==> config.mk <==
export PLATFORM = sky130hd
export DESIGN_NAME = gpio_reader
export DESIGN_NICKNAME = d
export VERILOG_FILES = /design/src/rtl/gpio_reader.sv
export SDC_FILE = /design/constraint.sdc
export NUM_CORES = 1
export LEC_CHECK = 0
export CAP_MARGIN = 0
export CORE_ASPECT_RATIO = 0.7
export CORE_MARGIN = 1.5
export CORE_UTILIZATION = 45
export CTS_BUF_LIST = sky130_fd_sc_hd__clkbuf_8 sky130_fd_sc_hd__clkbuf_16
export DETAILED_ROUTE_END_ITERATION = 12
export GPL_TIMING_DRIVEN = 0
export HOLD_SLACK_MARGIN = 0.02
export PLACE_DENSITY = 0.77
export SLEW_MARGIN = 20
export SYNTH_ARGS = -nofsm -noshare
export SYNTH_HDL_FRONTEND = slang
export SYNTH_SLANG_ARGS = --single-unit
==> constraint.sdc <==
create_clock -name CLK -period 2.07 [get_ports CLK]
set_input_delay 0.621 -clock CLK [delete_from_list [all_inputs] [get_ports CLK]]
set_output_delay 0.621 -clock CLK [all_outputs]
set_load 0.02 [all_outputs]
==> src/rtl/gpio_reader.sv <==
// gpio_reader: GPIO input port with synchroniser, optional debounce (GPIO_DEBOUNCE_EN),
// sticky edge flags and registered, OR-muxable read data.
module gpio_reader #(
    parameter int PRESCALE = 1000,
    parameter int ADDR_W   = 24
) (
    input  logic              CLK,
    input  logic              RST_X,
    input  logic [15:0]       GPIO,
    input  logic              RE,
    input  logic [ADDR_W-1:0] ADDR,
    output logic [15:0]       DOUT,
    output logic              EVENT
);
    logic [15:0] s1_q, s2_q, level_q, level_d, rise_q, rise_d, fall_q, fall_d, dout_q, dout_d;
    logic        hit;
`ifdef GPIO_DEBOUNCE_EN
    logic [15:0]       cnt_q, cnt_d;
    logic [15:0][2:0]  sh_q, sh_d;
    logic              tick;
    always_comb begin
        tick    = cnt_q == 16'(PRESCALE - 1);
        cnt_d   = tick ? 16'd0 : cnt_q + 16'd1;
        sh_d    = sh_q;
        level_d = level_q;
        for (int i = 0; i < 16; i++) begin
            sh_d[i]    = tick ? {sh_q[i][1:0], s2_q[i]} : sh_q[i];
            level_d[i] = !tick ? level_q[i] : (&sh_d[i]) ? 1'b1 : (|sh_d[i]) ? level_q[i] : 1'b0;
        end
    end
    always_ff @(posedge CLK or negedge RST_X) begin
        if (!RST_X) begin
            cnt_q <= '0;
            sh_q  <= '0;
        end else begin
            cnt_q <= cnt_d;
            sh_q  <= sh_d;
        end
    end
`else
    always_comb level_d = s2_q;
`endif
    // DOUT captures pre-clear flags at the same edge that clears them; a new edge wins over the clear
    always_comb begin
        hit    = RE && ((ADDR >> 4) == ADDR_W'(20'h8001e));
        dout_d = !hit ? 16'h0000 :
                 ADDR[3:0] == 4'd0 ? level_q :
                 ADDR[3:0] == 4'd1 ? rise_q :
                 ADDR[3:0] == 4'd2 ? fall_q :
                 ADDR[3:0] == 4'd3 ? s2_q : 16'h0000;
        rise_d = (rise_q & ~{16{hit && ADDR[3:0] == 4'd1}}) | (level_d & ~level_q);
        fall_d = (fall_q & ~{16{hit && ADDR[3:0] == 4'd2}}) | (~level_d & level_q);
    end
    always_ff @(posedge CLK or negedge RST_X) begin
        if (!RST_X) begin
            s1_q    <= '0;
            s2_q    <= '0;
            level_q <= '0;
            rise_q  <= '0;
            fall_q  <= '0;
            dout_q  <= '0;
        end else begin
            s1_q    <= GPIO;
            s2_q    <= s1_q;
            level_q <= level_d;
            rise_q  <= rise_d;
            fall_q  <= fall_d;
            dout_q  <= dout_d;
        end
    end
    assign DOUT  = dout_q;
    assign EVENT = |{rise_q, fall_q};
endmodule
==> tab_implementation.tex, run 1 <==
\begin{tabular}{lr}
\hline
Metric & Value \\
\hline
\multicolumn{2}{l}{\textbf{STA}} \\
Slew headroom & 63.1\% \\
Final Max Tran Viols & 0 \\
Worst Clk Skew & 6.77 ps \\
Minimum period implied by the final worst setup slack & 2250 ps \\
Worst slack on hold paths & 62.1 ps \\
Worst Max-Slew Pin Slew & 554 ps \\
Setup total negative slack & -185 ps \\
Unrepaired setup endpoints after global routing & yes \\
Final WS setup & -185 ps \\
Setup Viol. Count Final & 1 \\
Ratio of final minimum period to clock period & 109\% \\
Total count of hold-check failures in the final report & 0 \\
Highest clock rate & 444 MHz \\
\multicolumn{2}{l}{\textbf{Global routing}} \\
Maximum number of pins on one net before global-route repair & 84 \\
Leftover overflow at the end of global routing & 0 \\
Global-route wire length before repair & 13.0 mm \\
Antenna violations before repair & 0 \\
GRT Resource Usage Total & 21.1\% \\
Vias in the first global route & 2549 \\
\multicolumn{2}{l}{\textbf{Clocking}} \\
Clk Tree Root Cell & sky130\_fd\_sc\_hd\_\_clkbuf\_8 \\
Clk buf depth & 2 \\
Insertion delay to the later sink of the worst-skew pair & 360 ps \\
Clock Pin Slew Worst Setup and Hold Paths & 90 ps \\
Total number of H-tree levels & 3 \\
Clk sink count & 96 \\
TritonCTS Buffers & 9 \\
CTS Hold Buffers Added & 0 \\
Clock tree from TritonCTS & done \\
\multicolumn{2}{l}{\textbf{Final layout}} \\
P\&R area growth vs syn & 35.7\% \\
Fill cell instance count of the final layout & 549 \\
Area occupied by multi-input gates & 0.00117 mm² \\
Diodes inserted & 0 \\
Fraction of layout instances using a drive strength above 1 & 20.0\% \\
Final design instance area without fill & 0.00473 mm² \\
Post-layout instance count excluding filler cells & 433 \\
Post-Route Utilization & 63.8\% \\
Sequential cell area in the final layout & 0.00240 mm² \\
Post-layout nets & 373 \\
\multicolumn{2}{l}{\textbf{Synth}} \\
Dominant synthesized flop cell & sky130\_fd\_sc\_hd\_\_dfrtp\_1 \\
Sequential area share after synthesis & 68.9\% \\
Post-synthesis average cell area & 14.0 µm² \\
Post-Syn Instances & 249 \\
Number of enable flip-flop cells after synthesis & 0 \\
FF+latch count, synth & 96 \\
Cell type contributing the most total cell area after synthesis & sky130\_fd\_sc\_hd\_\_dfrtp\_1 \\
Post-synthesis instance area & 0.00349 mm² \\
Share of the synthesized area in the top cell type & 68.9\% \\
Async SR Flop Fraction & 100\% \\
Most common cell in the synthesized netlist & sky130\_fd\_sc\_hd\_\_dfrtp\_1 \\
Area contributors post-synth & sky130\_fd\_sc\_hd\_\_dfrtp\_1 69\%, sky130\_fd\_sc\_hd\_\_mux2i\_1 6.9\%, sky130\_fd\_sc\_hd\_\_a22o\_1 4.0\% \\
Distinct cells, synth & 28 \\
Total of warnings raised by yosys & 0 \\
Net count of the mapped netlist & 292 \\
Most frequent cells after synthesis & 96 x sky130\_fd\_sc\_hd\_\_dfrtp\_1, 24 x sky130\_fd\_sc\_hd\_\_mux2i\_1, 16 x sky130\_fd\_sc\_hd\_\_a22o\_1, 16 x sky130\_fd\_sc\_hd\_\_inv\_1, 16 x sky130\_fd\_sc\_hd\_\_o2bb2ai\_1 \\
\multicolumn{2}{l}{\textbf{Floorplanning}} \\
Initial core utilization & 47.0\% \\
Number of placement rows & 26 \\
Die Span Y & 76.7 µm \\
Overall die area & 0.00830 mm² \\
Core outline area & 0.00742 mm² \\
Die boundary width & 108 µm \\
Io pins & 60 \\
\multicolumn{2}{l}{\textbf{Drt}} \\
Routed wirelength normalized by instance count & 17.7 µm \\
Number of vias after detailed routing & 2333 \\
Residual antenna-violating net count after detailed routing & 0 \\
DRC violation count after routing & 0 \\
Pre-Repair DR Iteration Count & 4 \\
Number of design-rule violations left by the first detailed-router iteration & 108 \\
Vias per Instance & 5.39 \\
Aggregate routed wire length & 7.68 mm \\
\multicolumn{2}{l}{\textbf{Run status}} \\
Violations in the final reports & setup timing \\
Outcome & complete, but fails checks \\
\multicolumn{2}{l}{\textbf{Setup path}} \\
Req. time, crit path & 1450 ps \\
Critical path peak fanout & 2 \\
Depth of the most critical reg-to-reg path & 4 \\
Type of element capturing the critical path & primary output \\
Kind of start point of the critical path & flip-flop \\
Critical path class & flip-flop to primary output \\
Reg-to-reg slack, setup & 950 ps \\
Endpoint of the worst-slack reg-to-reg timing path & DOUT[1] \\
Critical path data arrival time & 1630 ps \\
Launching instance or port of the critical path & rise\_q[1] \\
RR Startpoint & rise\_q[1] \\
\multicolumn{2}{l}{\textbf{Placed design}} \\
Number of instances in the placed design & 406 \\
IO Port Bufs & 58 \\
Total half-perimeter wirelength after legalization and detailed placement & 4.91 mm \\
Worst slack, placed & -737 ps \\
GPL Wtd Cong & 0.785 \\
Placement-stage cell area & 0.00429 mm² \\
\multicolumn{2}{l}{\textbf{Run}} \\
Max-capacitance violation count & 0 \\
\multicolumn{2}{l}{\textbf{Pwr}} \\
Worst voltage drop across the vdd grid & 755 µV \\
Power density cells & 732 mW/mm² \\
Total power consumption of the routed design & 3.46 mW \\
Leakage power & 2.14 nW \\
\multicolumn{2}{l}{\textbf{Hold path}} \\
Min-delay worst type & input pin to async pin \\
\hline
\end{tabular}
==> kinds of logic (layout without fill, tap and decap cells) <==
| kind of cell | Yosys count | count (layout) | synth area share (%) |
|---|---|---|---|
| buf+inv | 25 | 111 | 2.83 |
| compound gates | 48 | 48 | 11.8 |
| simple gates | 56 | 56 | 9.58 |
| mux | 24 | 24 | 6.89 |
| flops | 96 | 96 | 68.9 |
==> final cells by class <==
| class | count | share of cell area [%] |
|---|---|---|
| multi-input combinational | 128 | 24.6 |
| timing repair buffer | 72 | 15.2 |
| tap | 98 | 2.59 |
| clock inverter | 6 | 1.61 |
| buffer | 7 | 1.03 |
| clock buffer | 10 | 2.91 |
| sequential | 96 | 50.7 |
| inverter | 16 | 1.27 |
==> cells in the final DEF (no fill, tap or decap), types with 4 or more instances in the layout <==
master	Yosys	final
sky130_fd_sc_hd__dfrtp_1	96	96
sky130_fd_sc_hd__clkdlybuf4s50_1	0	41
sky130_fd_sc_hd__mux2i_1	24	24
sky130_fd_sc_hd__inv_1	16	19
sky130_fd_sc_hd__a22o_1	16	16
sky130_fd_sc_hd__nor2_1	15	14
sky130_fd_sc_hd__buf_4	0	11
sky130_fd_sc_hd__clkbuf_8	0	10
sky130_fd_sc_hd__o2bb2ai_2	0	9
sky130_fd_sc_hd__nand2_1	9	9
sky130_fd_sc_hd__o221ai_1	8	8
sky130_fd_sc_hd__o2bb2ai_1	16	7
sky130_fd_sc_hd__o22a_1	5	5
sky130_fd_sc_hd__nor4_2	0	5
sky130_fd_sc_hd__dlymetal6s2s_1	0	5
sky130_fd_sc_hd__clkbuf_2	0	4
sky130_fd_sc_hd__buf_6	0	4
sky130_fd_sc_hd__and2_1	4	4
==> timing repair <==
item / CTS / global route
pin swaps: 16 / 7
resized for setup: 42 / 15
setup buffers: 12 / 0
cloned: 1 / 0
endpoints found under the setup margin: 41 / 38
==> power breakdown <==
part           leakage (nW)  total [mW]  internal [mW]  switching (mW)
sequential             1.06        1.95           1.92          0.0330
combinational         0.959       0.215          0.108           0.107
clock                 0.120        1.30          0.699           0.597
==> worst max-delay path by stage <==
stage	cells after the start	to
4_1_cts	4	EVENT
2_1_floorplan	5	fall_q[13]
5_1_grt	4	EVENT
3_3_place_gp	1	s1_q[15]
6_report	4	EVENT
3_5_place_dp	6	fall_q[12]
==> routing by layer <==
layer	GRT usage, %	wire (µm)	vias to the layer above
met5	0	0	-
met3	7.74	429	8
li1	-	-	1073
met1	28.8	3480	1194
met4	4.74	75	0
met2	32.3	3700	58
==> registers in the layout, summed over array words and instances, names as in the netlist <==
name     cells
level_d     16
fall_q      16
level_q     16
DOUT        16
rise_q      16
s1_q        16
==> critical path, stage by stage (launching register included) <==
cell                      delay (ps)
sky130_fd_sc_hd__dfrtp_1         410
sky130_fd_sc_hd__nor4_2          340
sky130_fd_sc_hd__nand4_1         140
sky130_fd_sc_hd__or2_4           260
sky130_fd_sc_hd__buf_6           130
Note: power is estimated with default switching activity, not from simulation.
==> run 2, diff against run 1 <==
--- a/config.mk
+++ b/config.mk
@@ -7,14 +7,12 @@
 export LEC_CHECK = 0
 export CAP_MARGIN = 0
 export CORE_ASPECT_RATIO = 0.7
-export CORE_MARGIN = 1.5
 export CORE_UTILIZATION = 45
 export CTS_BUF_LIST = sky130_fd_sc_hd__clkbuf_8 sky130_fd_sc_hd__clkbuf_16
 export DETAILED_ROUTE_END_ITERATION = 12
 export GPL_TIMING_DRIVEN = 0
 export HOLD_SLACK_MARGIN = 0.02
 export PLACE_DENSITY = 0.77
-export SLEW_MARGIN = 20
 export SYNTH_ARGS = -nofsm -noshare
 export SYNTH_HDL_FRONTEND = slang
 export SYNTH_SLANG_ARGS = --single-unit
==> tab_implementation.tex, run 2 (same netlist as run 1, synthesis figures left out) <==
\begin{tabular}{lr}
\hline
Metric & Value \\
\hline
\multicolumn{2}{l}{\textbf{Run status}} \\
Outcome & complete, but fails checks (unchanged) \\
Violations in the final reports & setup timing (unchanged) \\
\multicolumn{2}{l}{\textbf{Setup path}} \\
Endpoint of the worst-slack reg-to-reg timing path & DOUT[1] (unchanged) \\
Type of element capturing the critical path & primary output (unchanged) \\
Req. time, crit path & 1450 ps (about the same) \\
Critical path class & flip-flop to primary output (unchanged) \\
Kind of start point of the critical path & flip-flop (unchanged) \\
Critical path peak fanout & 3 (was 2) \\
Critical path data arrival time & 1650 ps (was 1630 ps) \\
Reg-to-reg slack, setup & 990 ps (was 950 ps) \\
Depth of the most critical reg-to-reg path & 4 (unchanged) \\
RR Startpoint & rise\_q[1] (unchanged) \\
\multicolumn{2}{l}{\textbf{Final layout}} \\
Fill cell instance count of the final layout & 536 (was 549) \\
Post-layout nets & 374 (was 373) \\
Post-Route Utilization & 64.4\% (was 63.8\%) \\
Commonest non-fill, non-tap cells in the layout & 96 x sky130\_fd\_sc\_hd\_\_dfrtp\_1, 41 x sky130\_fd\_sc\_hd\_\_clkdlybuf4s50\_1, 24 x sky130\_fd\_sc\_hd\_\_mux2i\_1 (unchanged) \\
P\&R area growth vs syn & 36.3\% (was 35.7\%) \\
Fraction of layout instances using a drive strength above 1 & 22.3\% (was 20.0\%) \\
Most frequent standard cell in the layout excluding fill and tap cells & sky130\_fd\_sc\_hd\_\_dfrtp\_1 (unchanged) \\
Final design instance area without fill & 0.00476 mm² (was 0.00473 mm²) \\
Diodes inserted & 0 (unchanged) \\
Area occupied by multi-input gates & 0.00116 mm² (was 0.00117 mm²) \\
Sequential cell area in the final layout & 0.00240 mm² (unchanged) \\
Post-layout instance count excluding filler cells & 434 (was 433) \\
\multicolumn{2}{l}{\textbf{Pwr}} \\
Leakage power & 2.17 nW (was 2.14 nW) \\
Total power consumption of the routed design & 3.41 mW (was 3.46 mW) \\
Worst voltage drop across the vdd grid & 434 µV (was 755 µV) \\
Power density cells & 716 mW/mm² (was 732 mW/mm²) \\
\multicolumn{2}{l}{\textbf{Clocking}} \\
Clk buf depth & 2 (unchanged) \\
Clk sink count & 96 (unchanged) \\
Clock Pin Slew Worst Setup and Hold Paths & 90 ps (about the same) \\
Clk Tree Root Cell & sky130\_fd\_sc\_hd\_\_clkbuf\_8 (unchanged) \\
Total number of H-tree levels & 3 (unchanged) \\
Insertion delay to the later sink of the worst-skew pair & 360 ps (about the same) \\
Clock tree from TritonCTS & done (unchanged) \\
TritonCTS Buffers & 9 (unchanged) \\
\multicolumn{2}{l}{\textbf{STA}} \\
Minimum period implied by the final worst setup slack & 2270 ps (was 2250 ps) \\
Unrepaired setup endpoints after global routing & yes (unchanged) \\
Worst Clk Skew & 3.81 ps (was 6.77 ps) \\
Final Max Tran Viols & 0 (unchanged) \\
Slew headroom & 57.9\% (was 63.1\%) \\
Total count of hold-check failures in the final report & 0 (unchanged) \\
Final WS setup & -199 ps (was -185 ps) \\
Setup Viol. Count Final & 1 (unchanged) \\
Worst Max-Slew Pin Slew & 631 ps (was 554 ps) \\
Setup total negative slack & -199 ps (was -185 ps) \\
Ratio of final minimum period to clock period & 110\% (was 109\%) \\
Worst slack on hold paths & 280 ps (was 62.1 ps) \\
Highest clock rate & 441 MHz (was 444 MHz) \\
\multicolumn{2}{l}{\textbf{Global routing}} \\
Leftover overflow at the end of global routing & 0 (unchanged) \\
GRT Resource Usage Total & 20.9\% (was 21.1\%) \\
Vias in the first global route & 2478 (was 2549) \\
Antenna violations before repair & 0 (unchanged) \\
Maximum number of pins on one net before global-route repair & 52 (was 84) \\
Global-route wire length before repair & 12.4 mm (was 13.0 mm) \\
\multicolumn{2}{l}{\textbf{Placed design}} \\
GPL Wtd Cong & 0.773 (was 0.785) \\
Placement-stage cell area & 0.00429 mm² (about the same) \\
IO Port Bufs & 58 (unchanged) \\
Number of instances in the placed design & 406 (unchanged) \\
Worst slack, placed & -735 ps (was -737 ps) \\
Total half-perimeter wirelength after legalization and detailed placement & 5.00 mm (was 4.91 mm) \\
\multicolumn{2}{l}{\textbf{Drt}} \\
Vias per Instance & 5.50 (was 5.39) \\
Pre-Repair DR Iteration Count & 4 (unchanged) \\
Routed wirelength normalized by instance count & 17.4 µm (was 17.7 µm) \\
DRC violation count after routing & 0 (unchanged) \\
Number of vias after detailed routing & 2387 (was 2333) \\
Aggregate routed wire length & 7.55 mm (was 7.68 mm) \\
Residual antenna-violating net count after detailed routing & 0 (unchanged) \\
Number of design-rule violations left by the first detailed-router iteration & 92 (was 108) \\
\multicolumn{2}{l}{\textbf{Floorplanning}} \\
Core outline area & 0.00738 mm² (was 0.00742 mm²) \\
Overall die area & 0.00811 mm² (was 0.00830 mm²) \\
Io pins & 60 (unchanged) \\
Die boundary width & 107 µm (was 108 µm) \\
Die Span Y & 75.7 µm (was 76.7 µm) \\
Initial core utilization & 47.2\% (was 47.0\%) \\
Number of placement rows & 26 (unchanged) \\
\multicolumn{2}{l}{\textbf{Hold path}} \\
Min-delay worst type & input pin to async pin (unchanged) \\
\multicolumn{2}{l}{\textbf{Run}} \\
Max-capacitance violation count & 0 (unchanged) \\
\hline
\end{tabular}
==> run 2: cell count changes in the layout (fill, tap and decap cells not counted), sizes merged <==
cell	before	now
dlygate4sd2	3	2
clkdlybuf4s15	3	1
clkinv	1	3
clkbuf	16	19
buf	21	23
inv	19	17
bufinv	2	1
==> run 2: area by class of cell <==
cell class                      count  share of cell area, %
Timing Repair Buffer               73                   15.7
Clock inverter                      5                   1.13
Buffer                              7                   1.24
Clock buffer                       11                   3.18
Tap cell                           98                   2.58
Inverter                           16                   1.26
Sequential cell                    96                   50.5
Multi-Input combinational cell    128                   24.4
==> run 2: per-layer routing <==
metal	routed length (µm)	track usage (%)	part of all wire [%]
met2	3590	33.8	48
met5	0	0	0
met3	351	5.56	4.6
met4	119	8.07	1.6
met1	3490	27.8	46
==> run 2: report_power, final <==
part / switching (mW) / total, mW / internal, mW
Clock: 0.617 / 1.24 / 0.622
Sequential: 0.0331 / 1.95 / 1.92
Combinational: 0.106 / 0.212 / 0.107
Total: 0.756 / 3.41 / 2.65
==> run 2: worst max path at each step <==
stage | startpoint | endpoint | slack (ps) | cells after the start
5_1_grt | rise_q[9] | EVENT | -230 | 4
3_5_place_dp | ADDR[9] | fall_q[13] | -730 | 6
2_1_floorplan | ADDR[9] | fall_q[13] | -110 | 5
4_1_cts | fall_q[14] | EVENT | -210 | 4
6_report | fall_q[11] | EVENT | -200 | 4
3_3_place_gp | RST_X | DOUT[3] | -3020 | 1
==> run 2: worst max-delay path: stages (launching register included) <==
cell                      delay (ps)
sky130_fd_sc_hd__dfrtp_1         450
sky130_fd_sc_hd__nor4_4          320
sky130_fd_sc_hd__nand4_1         120
sky130_fd_sc_hd__or2_4           270
sky130_fd_sc_hd__buf_6           130
==> run 2: timing repair <==
action	4_1_cts	5_1_grt
buffers inserted	11	1
gates cloned	2	0
pin swaps	15	12
setup endpoints to repair	42	45
hold buffers	0	0
gates resized for setup	46	23
